File: config.mk
export PLATFORM = sky130hd
export DESIGN_NAME = xnor_cmp_pipe_flat
export DESIGN_NICKNAME = d
export VERILOG_FILES = /design/src/rtl/xnor_cmp_pipe_if.sv /design/src/rtl/xnor_cmp_pipe.sv /design/src/flat_wrapper.sv
export SDC_FILE = /design/constraint.sdc
export NUM_CORES = 1
export LEC_CHECK = 0
export ABC_AREA = 1
export BUFFER_PORTS_ARGS = -buffer_cell sky130_fd_sc_hd__buf_2
export CORE_MARGIN = 4
export CORE_UTILIZATION = 53
export CTS_BUF_LIST = sky130_fd_sc_hd__clkbuf_16
export DETAILED_ROUTE_END_ITERATION = 8
export GPL_ROUTABILITY_DRIVEN = 0
export PLACE_DENSITY = 0.9
export SLEW_MARGIN = 10
export SYNTH_ARGS = -nofsm -noshare
export SYNTH_HDL_FRONTEND = slang
export SYNTH_SLANG_ARGS = --single-unit
File: constraint.sdc
create_clock -name clk -period 3.6 [get_ports clk]
set_input_delay 0.18 -clock clk [delete_from_list [all_inputs] [get_ports clk]]
set_output_delay 0.18 -clock clk [all_outputs]
set_load 0.01 [all_outputs]
File: src/rtl/xnor_cmp_pipe_if.sv
// Operand/result handshake bundle for the pipelined XNOR compare stage.
// master drives operands and consumer ready; slave is the compare stage.
interface xnor_cmp_pipe_if #(
    parameter int WIDTH = 8,
    parameter int CNT_W = 16
);
    localparam int EQ_W = $clog2(WIDTH + 1);

    logic             in_valid;
    logic             in_ready;
    logic [WIDTH-1:0] a;
    logic [WIDTH-1:0] b;
    logic             mode;
    logic             out_valid;
    logic             out_ready;
    logic [WIDTH-1:0] s;
    logic [EQ_W-1:0]  eq_bits;
    logic             all_eq;
    logic [CNT_W-1:0] match_count;
    logic             clr_count;

    modport master (
        output in_valid,
        output a,
        output b,
        output mode,
        output out_ready,
        output clr_count,
        input  in_ready,
        input  out_valid,
        input  s,
        input  eq_bits,
        input  all_eq,
        input  match_count
    );

    modport slave (
        input  in_valid,
        input  a,
        input  b,
        input  mode,
        input  out_ready,
        input  clr_count,
        output in_ready,
        output out_valid,
        output s,
        output eq_bits,
        output all_eq,
        output match_count
    );
endinterface

File: src/rtl/xnor_cmp_pipe.sv
// Two-stage XNOR/XOR compare with equal-bit count, word-equal flag
// and a saturating counter of fully-equal results.
module xnor_cmp_pipe #(
    parameter int WIDTH = 8,
    parameter int CNT_W = 16
) (
    input logic           clk,
    input logic           reset,
    xnor_cmp_pipe_if.slave bus
);
    localparam int EQ_W = $clog2(WIDTH + 1);

    logic             r_v1;
    logic [WIDTH-1:0] r_eqv;
    logic             r_mode;

    logic             r_v2;
    logic [WIDTH-1:0] r_s;
    logic [EQ_W-1:0]  r_eqb;
    logic             r_all_eq;

    logic [CNT_W-1:0] r_cnt;

    logic             w_adv1;
    logic             w_adv2;
    logic [EQ_W-1:0]  w_pop;
    logic             w_cnt_inc;
    logic             w_cnt_sat;

    // A stage may load when it is empty or its content moves on.
    assign w_adv2 = !r_v2 || bus.out_ready;
    assign w_adv1 = !r_v1 || w_adv2;

    always_comb begin
        w_pop = '0;
        for (int i = 0; i < WIDTH; i++) begin
            w_pop = w_pop + EQ_W'(r_eqv[i]);
        end
    end

    assign w_cnt_sat = (r_cnt == {CNT_W{1'b1}});
    assign w_cnt_inc = r_v2 && bus.out_ready && r_all_eq && !w_cnt_sat;

    always_ff @(posedge clk) begin
        if (reset) begin
            r_v1   <= 1'b0;
            r_eqv  <= '0;
            r_mode <= 1'b0;
        end else if (w_adv1) begin
            r_v1 <= bus.in_valid;
            if (bus.in_valid) begin
                r_eqv  <= ~(bus.a ^ bus.b);
                r_mode <= bus.mode;
            end
        end
    end

    // Result registers only move with real data, so they stay put on bubbles.
    always_ff @(posedge clk) begin
        if (reset) begin
            r_v2     <= 1'b0;
            r_s      <= '0;
            r_eqb    <= '0;
            r_all_eq <= 1'b0;
        end else if (w_adv2) begin
            r_v2 <= r_v1;
            if (r_v1) begin
                r_s      <= r_mode ? ~r_eqv : r_eqv;
                r_eqb    <= w_pop;
                r_all_eq <= &r_eqv;
            end
        end
    end

    always_ff @(posedge clk) begin
        if (reset || bus.clr_count) begin
            r_cnt <= '0;
        end else if (w_cnt_inc) begin
            r_cnt <= r_cnt + 1'b1;
        end
    end

    assign bus.in_ready    = w_adv1;
    assign bus.out_valid   = r_v2;
    assign bus.s           = r_s;
    assign bus.eq_bits     = r_eqb;
    assign bus.all_eq      = r_all_eq;
    assign bus.match_count = r_cnt;
endmodule
File: src/flat_wrapper.sv
// flat-port wrapper written by rule: the top's interface ports become plain ports
module xnor_cmp_pipe_flat 
#(
    parameter int WIDTH = 8,
    parameter int CNT_W = 16
)
  (clk, reset, bus_in_valid, bus_a, bus_b, bus_mode, bus_out_ready, bus_clr_count, bus_in_ready, bus_out_valid, bus_s, bus_eq_bits, bus_all_eq, bus_match_count);
  xnor_cmp_pipe_if #(.WIDTH(WIDTH), .CNT_W(CNT_W)) bus_i ();
  input logic clk;
  input logic reset;
  input wire logic [$bits(bus_i.in_valid)-1:0] bus_in_valid;
  input wire logic [$bits(bus_i.a)-1:0] bus_a;
  input wire logic [$bits(bus_i.b)-1:0] bus_b;
  input wire logic [$bits(bus_i.mode)-1:0] bus_mode;
  input wire logic [$bits(bus_i.out_ready)-1:0] bus_out_ready;
  input wire logic [$bits(bus_i.clr_count)-1:0] bus_clr_count;
  output wire logic [$bits(bus_i.in_ready)-1:0] bus_in_ready;
  output wire logic [$bits(bus_i.out_valid)-1:0] bus_out_valid;
  output wire logic [$bits(bus_i.s)-1:0] bus_s;
  output wire logic [$bits(bus_i.eq_bits)-1:0] bus_eq_bits;
  output wire logic [$bits(bus_i.all_eq)-1:0] bus_all_eq;
  output wire logic [$bits(bus_i.match_count)-1:0] bus_match_count;
  assign bus_i.in_valid = bus_in_valid;
  assign bus_i.a = bus_a;
  assign bus_i.b = bus_b;
  assign bus_i.mode = bus_mode;
  assign bus_i.out_ready = bus_out_ready;
  assign bus_i.clr_count = bus_clr_count;
  assign bus_in_ready = bus_i.in_ready;
  assign bus_out_valid = bus_i.out_valid;
  assign bus_s = bus_i.s;
  assign bus_eq_bits = bus_i.eq_bits;
  assign bus_all_eq = bus_i.all_eq;
  assign bus_match_count = bus_i.match_count;
  xnor_cmp_pipe #(.WIDTH(WIDTH), .CNT_W(CNT_W)) u_core (.clk(clk), .reset(reset), .bus(bus_i));
endmodule
==> results of run 1 <==
power by group:
part | leakage (nW) | switching, W | internal (W)
Sequential | 0.327 | 0.0000174 | 0.000464
Clock | 0.0657 | 0.000172 | 0.000251
Combinational | 0.694 | 0.0000789 | 0.0000608
Total | 1.09 | 0.000268 | 0.000776
metrics by stage:
stage / instances / cell area (sq um) / hold slack [ps] / utilization [%]
floorplan: 295 / 2137 / 249.1 / -
global placement: 389 / 2430 / 412.1 / 64.43
detailed placement: 389 / 2430 / 416.9 / 64.43
CTS: 396 / 2567 / 129.7 / 68.08
global route: 396 / 2567 / 147.6 / 68.08
finish: 396 / 2567 / 130.6 / 68.08
final cells by class:
| cell class | count | share of cell area (%) |
|---|---|---|
| Clock buffer | 5 | 4.873 |
| Inverter | 35 | 5.117 |
| Clock inverter | 2 | 0.4873 |
| Tap cell | 48 | 2.339 |
| Multi-Input combinational cell | 214 | 45.86 |
| Sequential cell | 40 | 31.19 |
| Timing Repair Buffer | 52 | 10.14 |
layer usage:
metal  up-vias  wire length (um)
met1       994              2259
li1       1054                 -
met2       101              2508
met3        13               397
met5         -                 0
met4         0               134
synth_stat cells, types with 4 or more instances:
| cell | n |
|---|---|
| nor2_4 | 4 |
| nor2_1 | 33 |
| nor2_2 | 7 |
| fa_1 | 4 |
| buf_2 | 4 |
| nand2_1 | 57 |
| xnor2_1 | 16 |
| o21ai_0 | 25 |
| ha_1 | 4 |
| inv_1 | 30 |
| nand2_2 | 7 |
| inv_2 | 5 |
| a21oi_1 | 28 |
| nand4_1 | 6 |
| nand3_1 | 14 |
| dfxtp_1 | 40 |
worst paths after layout:
path | startpoint | to | slack, ps
max | u_core.r_eqv[0] | u_core.bus.eq_bits[1] | 830
min | reset | u_core.r_mode | 130
max reg2reg | u_core.r_eqv[0] | u_core.bus.eq_bits[1] | 830
min reg2reg | u_core.bus.eq_bits[0] | u_core.bus.eq_bits[0] | 480
flip-flops by register name, indices dropped and copies added, names as in the netlist:
signal,count
u_core.bus.all_eq,1
u_core.bus.eq_bits,4
u_core.bus.match_count,16
u_core.bus.out_valid,1
u_core.bus.s,8
u_core.r_eqv,8
u_core.r_mode,1
u_core.r_v1,1
critical path, delay by kind of cell (launching register included):
kind                       cells  cell delay [ps]
buffers and inverters          3              210
AOI/OAI and AO/OA              1              120
DFF                            1              330
adders and majority gates      5             2040
logic make-up after synthesis:
logic type	Yosys count
AND/OR/NAND/NOR	134
AO/OA/AOI/OAI	54
buffers and inverters	41
flip-flops	40
XOR/XNOR	18
adder cells (fa/ha/maj)	8
==> summary.txt, run 1 <==
CTS
  – Setup Fix Bufs, Post-CTS: 0
  – Cts hold-fix bufs: 0
  – Clock Sinks: 40
  – CTS buffer count: 5
  – H-Tree Depth: 2
  – CTS clk-pin slew, worst paths: 60 ps
  – Clk buf depth: 2
  – Skew-Pair Late Insertion Delay: 280 ps
  – CTS tree: yes
  – Post-CTS Resized: 0
  – Clock root buffer master: clkbuf_16

Routing
  – DRT antenna net count: 0
  – Pre-Repair DR Iteration Count: 4
  – 1st-iter DRT viols: 177
  – Final WL: 5299 um
  – Routed vias: 2162
  – Routed wire length per instance: 13.38 um
  – Remaining DRCs: 0
  – Vias/cell: 5.460

Min path
  – Hold/Removal Path Class: primary input to flop
  – WHS Path Cells: 2

Global routing
  – Met1 GRT Util: 25.65%
  – GRT overflow: 0
  – Antenna violations before repair: 0
  – Met2 usage in global routing: 36.94%
  – Vias in the first global route: 2009
  – First-pass GRT wire length: 8659 um
  – Met3 Use GR: 4.769%
  – Tot GR Track Use: 21.31%
  – Pin count of the biggest net entering global routing: 25
  – Top Usage Layer GRT: met2

Worst setup path
  – WP data arrival: 2980 ps
  – CP startpoint kind: flop
  – Crit end category: flop
  – CP max stage cell: fa_1
  – CP max stage delay: 500 ps
  – Crit path cell chain: ha_1 > inv_1 > fa_1 > fa_1 > inv_1 > fa_1 > inv_1 > fa_1 > a21oi_1
  – Most used cell, CP: fa_1
  – Worst-path maximum fanout: 3
  – Req. time, crit path: 3810 ps
  – Worst Setup Path Type: flop to flop
  – Reg2Reg Depth: 9

STA
  – Setup TNS: 0 ps
  – Final setup margin: 827.2 ps
  – Hold Fails Final Rpt: 0
  – Fmax: 0.3606 GHz
  – Worst slew margin: 51.43%
  – Worst Tran Pin Value: 725.9 ps
  – Final setup vio count: 0
  – Final min period: 2773 ps
  – RSZ-0062 raised after global routing: false
  – Skew final: 4.960 ps
  – Final slew viol count: 0
  – Tcrit/Tclk final: 77.02%

Synth
  – Post-synthesis mux area share: 0%
  – Flops & latches, synth: 40
  – Post-synth top area cell: dfxtp_1
  – Post-synth top flop: dfxtp_1
  – Warnings, synthesis: 0
  – Post-synthesis sequential area ratio: 37.47%
  – XOR/XNOR share of the synthesized area: 7.377%
  – Synth Cell Area: 0.002137 sq mm
  – Syn Inst Count: 295
  – Synth area leaders: dfxtp_1 (37%), nand2_1 (10%), a21oi_1 (6.6%)
  – EDFF count, synth: 0
  – Largest family of logic cells by synthesized area: simple AND/OR/NAND/NOR gates
  – Synth Area in Compound Gates: 12.70%
  – Adder-Cell Fraction of Synth Area: 6.089%
  – Post-synth cell types: 24
  – Area share of the largest cell type after synthesis: 37.47%
  – Async SR Flop Fraction: 0%
  – Post-Synth Simple-Gate Area: 28.92%
  – Syn avg cell area: 7.244 sq um
  – Syn_nets: 325

Pwr
  – Pwr Total: 0.001044 W
  – PD cells: 406.5 mW/mm^2
  – Worst ir drop on vdd: 0.0003048 V
  – Leak Pwr: 1.086 nW

Outcome
  – Status: complete, no violations

Cells and area
  – Layout cell share with drive strength beyond 1: 23.85%
  – NumNets Final: 378
  – FF+latch area: 800.8 sq um
  – Synthesis-to-layout area growth: 20.14%
  – Footprint of the multi-input gates: 0.001177 sq mm
  – Commonest non-fill, non-tap cell in the layout: nand2_1
  – Antenna cells: 0
  – Fillers: 301
  – Most frequent cells in the layout: nand2_1 (57), buf_2 (52), dfxtp_1 (40), nor2_1 (33), inv_1 (30)

Die
  – Die area: 0.005112 sq mm
  – Initial core utilization: 56.67%
  – Die height: 71.50 um
  – Row count: 22
  – I/O Pins: 53
  – DIE WIDTH: 71.50 um
  – Core area: 0.003771 sq mm

Place
  – Port buffer count: 52
  – Detailed Place HPWL: 3663 um
  – Worst slack at placement: 883.8 ps

Job
  – Max Cap Viol: 0
No activity file was read; power rests on OpenSTA's default activity.
==> run 2: changes to the inputs <==
Settings changed: ABC_AREA 1 to 0, CORE_UTILIZATION 53 to 52.
Clock period 3.6 ns to 2.7 ns, I/O delays scaled along.
==> run 2 against run 1 <==
  * Worst hold slack lost 22 ps
  * Via count decreased by 16%
  * Highest routed layer unchanged
  * Critical endpoint unchanged
  * Synthesized area down 5.3%
==> summary.txt, run 2 <==
Outcome
  – Status: complete, no violations

Cells and area
  – Largest register FFs: 16 (unchanged)
  – Most frequent cells in the layout: buf_2 (52), dfxtp_1 (38), nor2_1 (21), a21oi_1 (18), xnor2_1 (17)
  – Finished Core Util: 67.51% (-0.57 points)
  – Synthesis-to-layout area growth: 23.92%
  – Post-route cell area: 0.002509 sq mm (-2.3%)
  – Commonest non-fill, non-tap cell in the layout: buf_2
  – Layout cell share with drive strength beyond 1: 28.93% (+5.1 points)
  – NumNets Final: 309 (-18%)
  – Non-filler cells, final: 328 (-17%)
  – Antenna cells: 0 (unchanged)

CTS
  – CTS buffer count: 5 (unchanged)
  – CTS tree: yes
  – Clk buf depth: 2 (unchanged)
  – CTS clk-pin slew, worst paths: 60 ps (about the same)
  – H-Tree Depth: 2 (unchanged)
  – Clock root buffer master: clkbuf_16
  – Skew-Pair Late Insertion Delay: 280 ps (about the same)
  – Clock Sinks: 40 (unchanged)

Pwr
  – Net Switching: 0.0003410 W (+27%)
  – P_int: 0.001140 W (+47%)
  – Clk pwr share: 43.9% (+3.4 points)
  – Reg power frac: 43.3% (-2.8 points)
  – Worst ir drop on vdd: 0.0004193 V (+38%)
  – PD cells: 590.2 mW/mm^2 (+45%)
  – Switching share of power: 23.03% (-2.6 points)
  – Pwr Total: 0.001481 W (+42%)
  – Leak Pwr: 1.064 nW (-2.0%)
  – Combinational power share: 12.8% (-0.6 points)

Synth
  – Most frequent cells after synthesis: dfxtp_1 (40), nor2_1 (21), a21oi_1 (18), xnor2_1 (17)
  – Warnings, synthesis: 0 (unchanged)
  – Post-synth top area cell: dfxtp_1
  – Syn Inst Count: 225 (-24%)
  – Post-synth top flop: dfxtp_1
  – Post-synth cell types: 45 (+88%)
  – Area share of the largest cell type after synthesis: 39.56% (+2.1 points)
  – Flops & latches, synth: 40 (unchanged)
  – EDFF count, synth: 0 (unchanged)
  – Top-count cell post-synth: dfxtp_1
  – Synth Cell Area: 0.002024 sq mm (-5.3%)
  – Post-synthesis sequential area ratio: 39.56% (+2.1 points)
  – Synth area leaders: dfxtp_1 (40%), xnor2_1 (7.4%), a21oi_1 (4.4%)
  – Syn_nets: 255 (-22%)
  – Async SR Flop Fraction: 0% (unchanged)
  – Syn avg cell area: 8.998 sq um (+24%)

Die
  – Die height: 70.40 um (-1.5%)
  – DIE WIDTH: 70.40 um (-1.5%)
  – Row count: 22 (unchanged)
  – Die area: 0.004955 sq mm (-3.1%)
  – Core area: 0.003716 sq mm (-1.5%)
  – Initial core utilization: 54.48% (-2.2 points)
  – I/O Pins: 53 (unchanged)

Worst setup path
  – CP max stage delay: 500 ps (about the same)
  – Reg2reg end: u_core.bus.eq_bits[1]
  – Req. time, crit path: 2910 ps (-900 ps)
  – CP max stage cell: fa_1
  – Worst R2R Start: u_core.r_eqv[1]
  – Worst Setup Path Type: flop to flop
  – Worst-path maximum fanout: 2 (-1)
  – Reg2Reg Depth: 9 (unchanged)
  – R2R setup slack: 7 ps (-820 ps)
  – CP startpoint kind: flop
  – Crit path cell chain: ha_4 > inv_2 > fa_1 > fa_1 > inv_2 > fa_2 > inv_2 > fa_1 > a211oi_2
  – WP data arrival: 2900 ps (-80 ps)
  – Crit end category: flop

Global routing
  – GRT overflow: 0 (unchanged)
  – First-pass GRT wire length: 7376 um (-15%)
  – Vias in the first global route: 1666 (-17%)
  – Antenna violations before repair: 0 (unchanged)
  – Pin count of the biggest net entering global routing: 29 (+16%)
  – Tot GR Track Use: 18.64% (-2.7 points)

STA
  – Hold Fails Final Rpt: 0 (unchanged)
  – RSZ-0062 raised after global routing: true
  – Final setup vio count: 0 (unchanged)
  – Final hold slack: 108.9 ps (-21.67 ps)
  – Fmax: 0.3714 GHz (+3.0%)
  – Final min period: 2693 ps (-80.12 ps)
  – Skew final: 5.238 ps (+0.2782 ps)
  – Final slew viol count: 0 (unchanged)
  – Worst slew margin: 54.35% (+2.9 points)
  – Tcrit/Tclk final: 99.73% (+23 points)
  – Worst Tran Pin Value: 684.8 ps (-41.07 ps)

Place
  – Placed inst area: 0.002315 sq mm (-4.7%)
  – Port buffer count: 52 (unchanged)
  – Detailed Place HPWL: 3143 um (-14%)
  – DP Cell Count: 319 (-18%)

Min path
  – Hold/Removal Path Class: primary input to flop
  – WHS Path Cells: 3 (+1)
  – Hold Crit Start: bus_in_valid
  – Worst Hold End: u_core.r_v1

Job
  – Max Cap Viol: 0 (unchanged)

Routing
  – Routed wire length per instance: 13.32 um (-0.43%)
  – Remaining DRCs: 0 (unchanged)
  – Routed vias: 1806 (-16%)
  – Pre-Repair DR Iteration Count: 4 (unchanged)
  – Vias/cell: 5.506 (+0.85%)
  – Final WL: 4370 um (-18%)
  – DRT antenna net count: 0 (unchanged)
  – 1st-iter DRT viols: 95 (-46%)
## run 2: changes by cell type after synthesis, sizes merged, moves of 3 or more
| cell | change |
|---|---|
| or3 | +8 |
| clkbuf | +4 |
| nand2 | -48 |
| and3 | +4 |
| nand3 | -7 |
| a211oi | +9 |
| o21ai | -20 |
| mux2i | +9 |
| and4 | +3 |
| nor2 | -23 |
| o31ai | +3 |
| a21oi | -10 |
| inv | -21 |
## run 2: critical path, delay by kind of cell, from the launching register on
family                   cells  cell delay [ps]
buffers and inverters        3              130
AO/OA/AOI/OAI                1              180
flip-flops                   1              330
adder cells (fa/ha/maj)      5             1970
## run 2: how the worst max path moves through the flow
| stage | from | endpoint | slack (ps) | depth (start not counted) |
|---|---|---|---|---|
| 3_3_place_gp | u_core.r_eqv[0] | u_core.bus.eq_bits[1] | -10 | 9 |
| 5_1_grt | u_core.r_eqv[0] | u_core.bus.eq_bits[1] | -70 | 9 |
| 6_report | u_core.r_eqv[1] | u_core.bus.eq_bits[1] | 7 | 9 |
| 3_5_place_dp | u_core.r_eqv[0] | u_core.bus.eq_bits[1] | -90 | 9 |
| 4_1_cts | u_core.r_eqv[0] | u_core.bus.eq_bits[1] | -30 | 9 |
| 2_1_floorplan | u_core.r_eqv[0] | u_core.bus.eq_bits[1] | 20 | 9 |
## run 2: per-stage QoR
stage	setup WS, ps	setup TNS [ps]
2_1_floorplan	17.50	0
3_3_place_gp	-10.56	-10.56
3_5_place_dp	-87.37	-87.37
4_1_cts	-27.93	-27.93
5_1_grt	-73.31	-73.31
6_report	7.305	0
## run 2: repair_timing
| item | in CTS | in global routing |
|---|---|---|
| endpoints found under the setup margin | 2 | 2 |
| resized for setup | 3 | 5 |
| setup buffers | 0 | 1 |
| cloned | 0 | 0 |
| pin swaps | 0 | 1 |
| hold buffers | 0 | 0 |
## run 2: layout make-up
| cell class | count | area [sq um] |
|---|---|---|
| Timing Repair Buffer | 56 | 290.3 |
| Fill cell | 292 | 1207 |
| Multi-Input combinational cell | 162 | 1139 |
| Sequential cell | 40 | 803.3 |
| Clock inverter | 3 | 38.79 |
| Inverter | 14 | 52.55 |
| Clock buffer | 5 | 125.1 |
| Tap cell | 48 | 60.06 |
## run 2: routing by layer
metal | GRT usage [%] | vias to the layer above | part of all wire [%]
li1 | - | 916 | -
met1 | 21.24 | 832 | 42
met2 | 31.19 | 47 | 49
met3 | 6.331 | 11 | 5.7
met4 | 8.511 | 0 | 2.5
met5 | 0 | - | 0
## run 2: power groups by stage
stage | registers (W) | clock network (W) | logic (W)
after floorplan | 0.000651 | 0 | 0.000115
after global placement | 0.000650 | 0 | 0.000166
after detailed placement | 0.000651 | 0 | 0.000173
after CTS | 0.000639 | 0.000659 | 0.000184
after global routing | 0.000644 | 0.000675 | 0.000214
final | 0.000641 | 0.000650 | 0.000190
## run 2: cell families (layout without fill, tap and decap cells)
logic type,count (synthesis),after routing,share of synthesized area (%)
fa+ha+maj,8,8,6.428
compound gates,47,47,15.20
mux,9,9,4.450
xor+xnor,18,18,7.787
simple gates,80,80,21.39
flops,40,40,39.56
buf+inv,23,78,5.192
==> run 3: changes to the inputs <==
Settings changed: CORE_MARGIN 4 to unset, SETUP_SLACK_MARGIN set to 0.4.
==> run 3 against run 2 <==
  * Sequential share of layout area grew 0.23 points
  * Largest cell class unchanged
  * Clock-buffer cell count is the same
  * Power shrank 6.3%
  * Utilization is essentially flat
  * Non-clock buffer count grew 1
  * Design area shrank 0.70%
  * Register-to-register slack lost 150 ps
  * Setup slack lost 150 ps
  * Die area shrank 16%
  * Clock skew shrank 1.9 ps
  * The flow now finishes with violations (setup timing)
  * Critical path depth is the same
==> summary.txt, run 3 (same netlist as run 2, synthesis figures left out) <==
Outcome
  – Status: complete, but fails checks
  – Violated checks: setup timing

Global routing
  – Tot GR Track Use: 22.18% (+3.5 points)
  – GRT overflow: 0 (unchanged)
  – First-pass GRT wire length: 7086 um (-3.9%)
  – Antenna violations before repair: 0 (unchanged)
  – Pin count of the biggest net entering global routing: 29 (unchanged)
  – Vias in the first global route: 1671 (+0.30%)

Place
  – Placed inst area: 0.002318 sq mm (+0.16%)
  – Detailed Place HPWL: 3102 um (-1.3%)
  – Port buffer count: 52 (unchanged)

STA
  – Final min period: 2845 ps (+152.2 ps)
  – Hold Fails Final Rpt: 0 (unchanged)
  – Setup TNS: -218.9 ps (-218.9 ps)
  – Skew final: 3.336 ps (-1.903 ps)
  – Worst slew margin: 53.25% (-1.1 points)
  – Tcrit/Tclk final: 105.4% (+5.6 points)
  – RSZ-0062 raised after global routing: true
  – Final setup margin: -144.9 ps (-152.2 ps)
  – Final hold slack: 111.7 ps (+2.809 ps)
  – Final setup vio count: 3 (+3)
  – Final slew viol count: 0 (unchanged)
  – Worst Tran Pin Value: 701.2 ps (+16.36 ps)
  – Fmax: 0.3515 GHz (-5.4%)

Routing
  – Routed wire length per instance: 13.56 um (+1.8%)
  – Remaining DRCs: 0 (unchanged)
  – Vias/cell: 5.595 (+1.6%)
  – Pre-Repair DR Iteration Count: 4 (unchanged)
  – Final WL: 4448 um (+1.8%)
  – Routed vias: 1835 (+1.6%)
  – 1st-iter DRT viols: 112 (+18%)
  – DRT antenna net count: 0 (unchanged)

Cells and area
  – Post-route cell area: 0.002491 sq mm (-0.70%)
  – Antenna cells: 0 (unchanged)
  – Layout cell share with drive strength beyond 1: 28.57% (-0.36 points)
  – Synthesis-to-layout area growth: 23.05%
  – Commonest non-fill, non-tap cell in the layout: buf_2
  – Largest register FFs: 16 (unchanged)
  – Fillers: 310 (+6.2%)
  – NumNets Final: 310 (+0.32%)
  – Most frequent cells in the layout: buf_2 (52), dfxtp_1 (38), nor2_1 (21), a21oi_1 (18), xnor2_1 (17)

Die
  – Die area: 0.004147 sq mm (-16%)
  – DIE WIDTH: 64.40 um (-8.5%)
  – Row count: 22 (unchanged)
  – Die height: 64.40 um (-8.5%)
  – Initial core utilization: 54.88% (+0.41 points)
  – I/O Pins: 53 (unchanged)
  – Core area: 0.003689 sq mm (-0.74%)

Worst setup path
  – Worst-path maximum fanout: 2 (unchanged)
  – Req. time, crit path: 2900 ps (about the same)
  – Crit end category: flop
  – Reg2reg end: u_core.bus.eq_bits[1]
  – R2R setup slack: -140 ps (-150 ps)
  – Reg2Reg Depth: 9 (unchanged)
  – Worst R2R Start: u_core.r_eqv[1]
  – Worst Setup Path Type: flop to flop
  – CP startpoint kind: flop
  – WP data arrival: 3040 ps (+140 ps)

Min path
  – Worst Hold End: u_core.r_v1
  – Hold Crit Start: bus_in_valid
  – WHS Path Cells: 3 (unchanged)
  – Hold/Removal Path Class: primary input to flop

CTS
  – Skew-Pair Late Insertion Delay: 280 ps (about the same)
  – H-Tree Depth: 2 (unchanged)
  – CTS clk-pin slew, worst paths: 50 ps (about the same)
  – CTS buffer count: 5 (unchanged)
  – CTS tree: yes
  – Clock root buffer master: clkbuf_16
  – Clk buf depth: 2 (unchanged)
  – Clock Sinks: 40 (unchanged)

Pwr
  – Worst ir drop on vdd: 0.0004351 V (+3.8%)
  – Leak Pwr: 1.052 nW (-1.2%)
  – Pwr Total: 0.001388 W (-6.3%)
  – PD cells: 557.1 mW/mm^2 (-5.6%)

Job
  – Max Cap Viol: 0 (unchanged)
[run 3: changes by cell type in the layout (fill, tap and decap cells not counted), sizes merged]
cell / delta
buf: +1
bufinv: -1
clkinv: +1
inv: -1
[run 3: cell type report]
type	instances	area, sq um	area share, %
well taps	48	60.06	2.411
repair buffers	57	301.5	12.10
flip-flops and latches	40	803.3	32.25
clock buffers	5	125.1	5.023
inverters	14	52.55	2.109
clock inverters	2	7.507	0.3014
multi-input cells	162	1141	45.81
[run 3: per-stage QoR]
stage / util [%] / setup WS [ps] / std cells
global placement: 62.86 / 3.507 / 319
finish: 67.54 / -144.9 / 328
global route: 67.54 / -196.3 / 328
floorplan: - / 24.31 / 225
detailed placement: 62.86 / -59.01 / 319
CTS: 66.96 / -19.63 / 328
[run 3: where the power goes]
part / internal, W / switching, W
sequential: 0.000616 / 0.0000251
clock: 0.000330 / 0.000213
combinational: 0.000100 / 0.000103
[run 3: worst max path at each step]
stage,startpoint,endpoint,cells past startpoint
2_1_floorplan,u_core.r_eqv[0],u_core.bus.eq_bits[1],9
3_3_place_gp,u_core.r_eqv[0],u_core.bus.eq_bits[1],9
3_5_place_dp,u_core.r_eqv[0],u_core.bus.eq_bits[1],9
4_1_cts,u_core.r_eqv[0],u_core.bus.eq_bits[1],9
5_1_grt,u_core.r_eqv[0],u_core.bus.eq_bits[1],9
6_report,u_core.r_eqv[1],u_core.bus.eq_bits[1],9
[run 3: layer usage]
layer	routed length, um	vias up	track usage, %
met3	199	8	6.250
met1	1884	861	23.89
met5	0	-	0
li1	-	916	-
met4	76	0	8.889
met2	2287	50	40.26
[run 3: timing repair]
item / CTS / global route
hold endpoints to repair: 0 / 0
gates resized for setup: 1 / 5
hold buffers: 0 / 0
gates cloned: 0 / 0
pin swaps: 4 / 3
setup endpoints to repair: 4 / 4
setup buffers: 2 / 0
[run 3: worst max-delay path: stages, from the launching register on]
cell,delay (ps)
dfxtp_2,330
ha_4,260
inv_2,30
fa_1,490
fa_1,550
inv_1,70
fa_2,340
inv_2,60
fa_2,440
a211oi_2,190
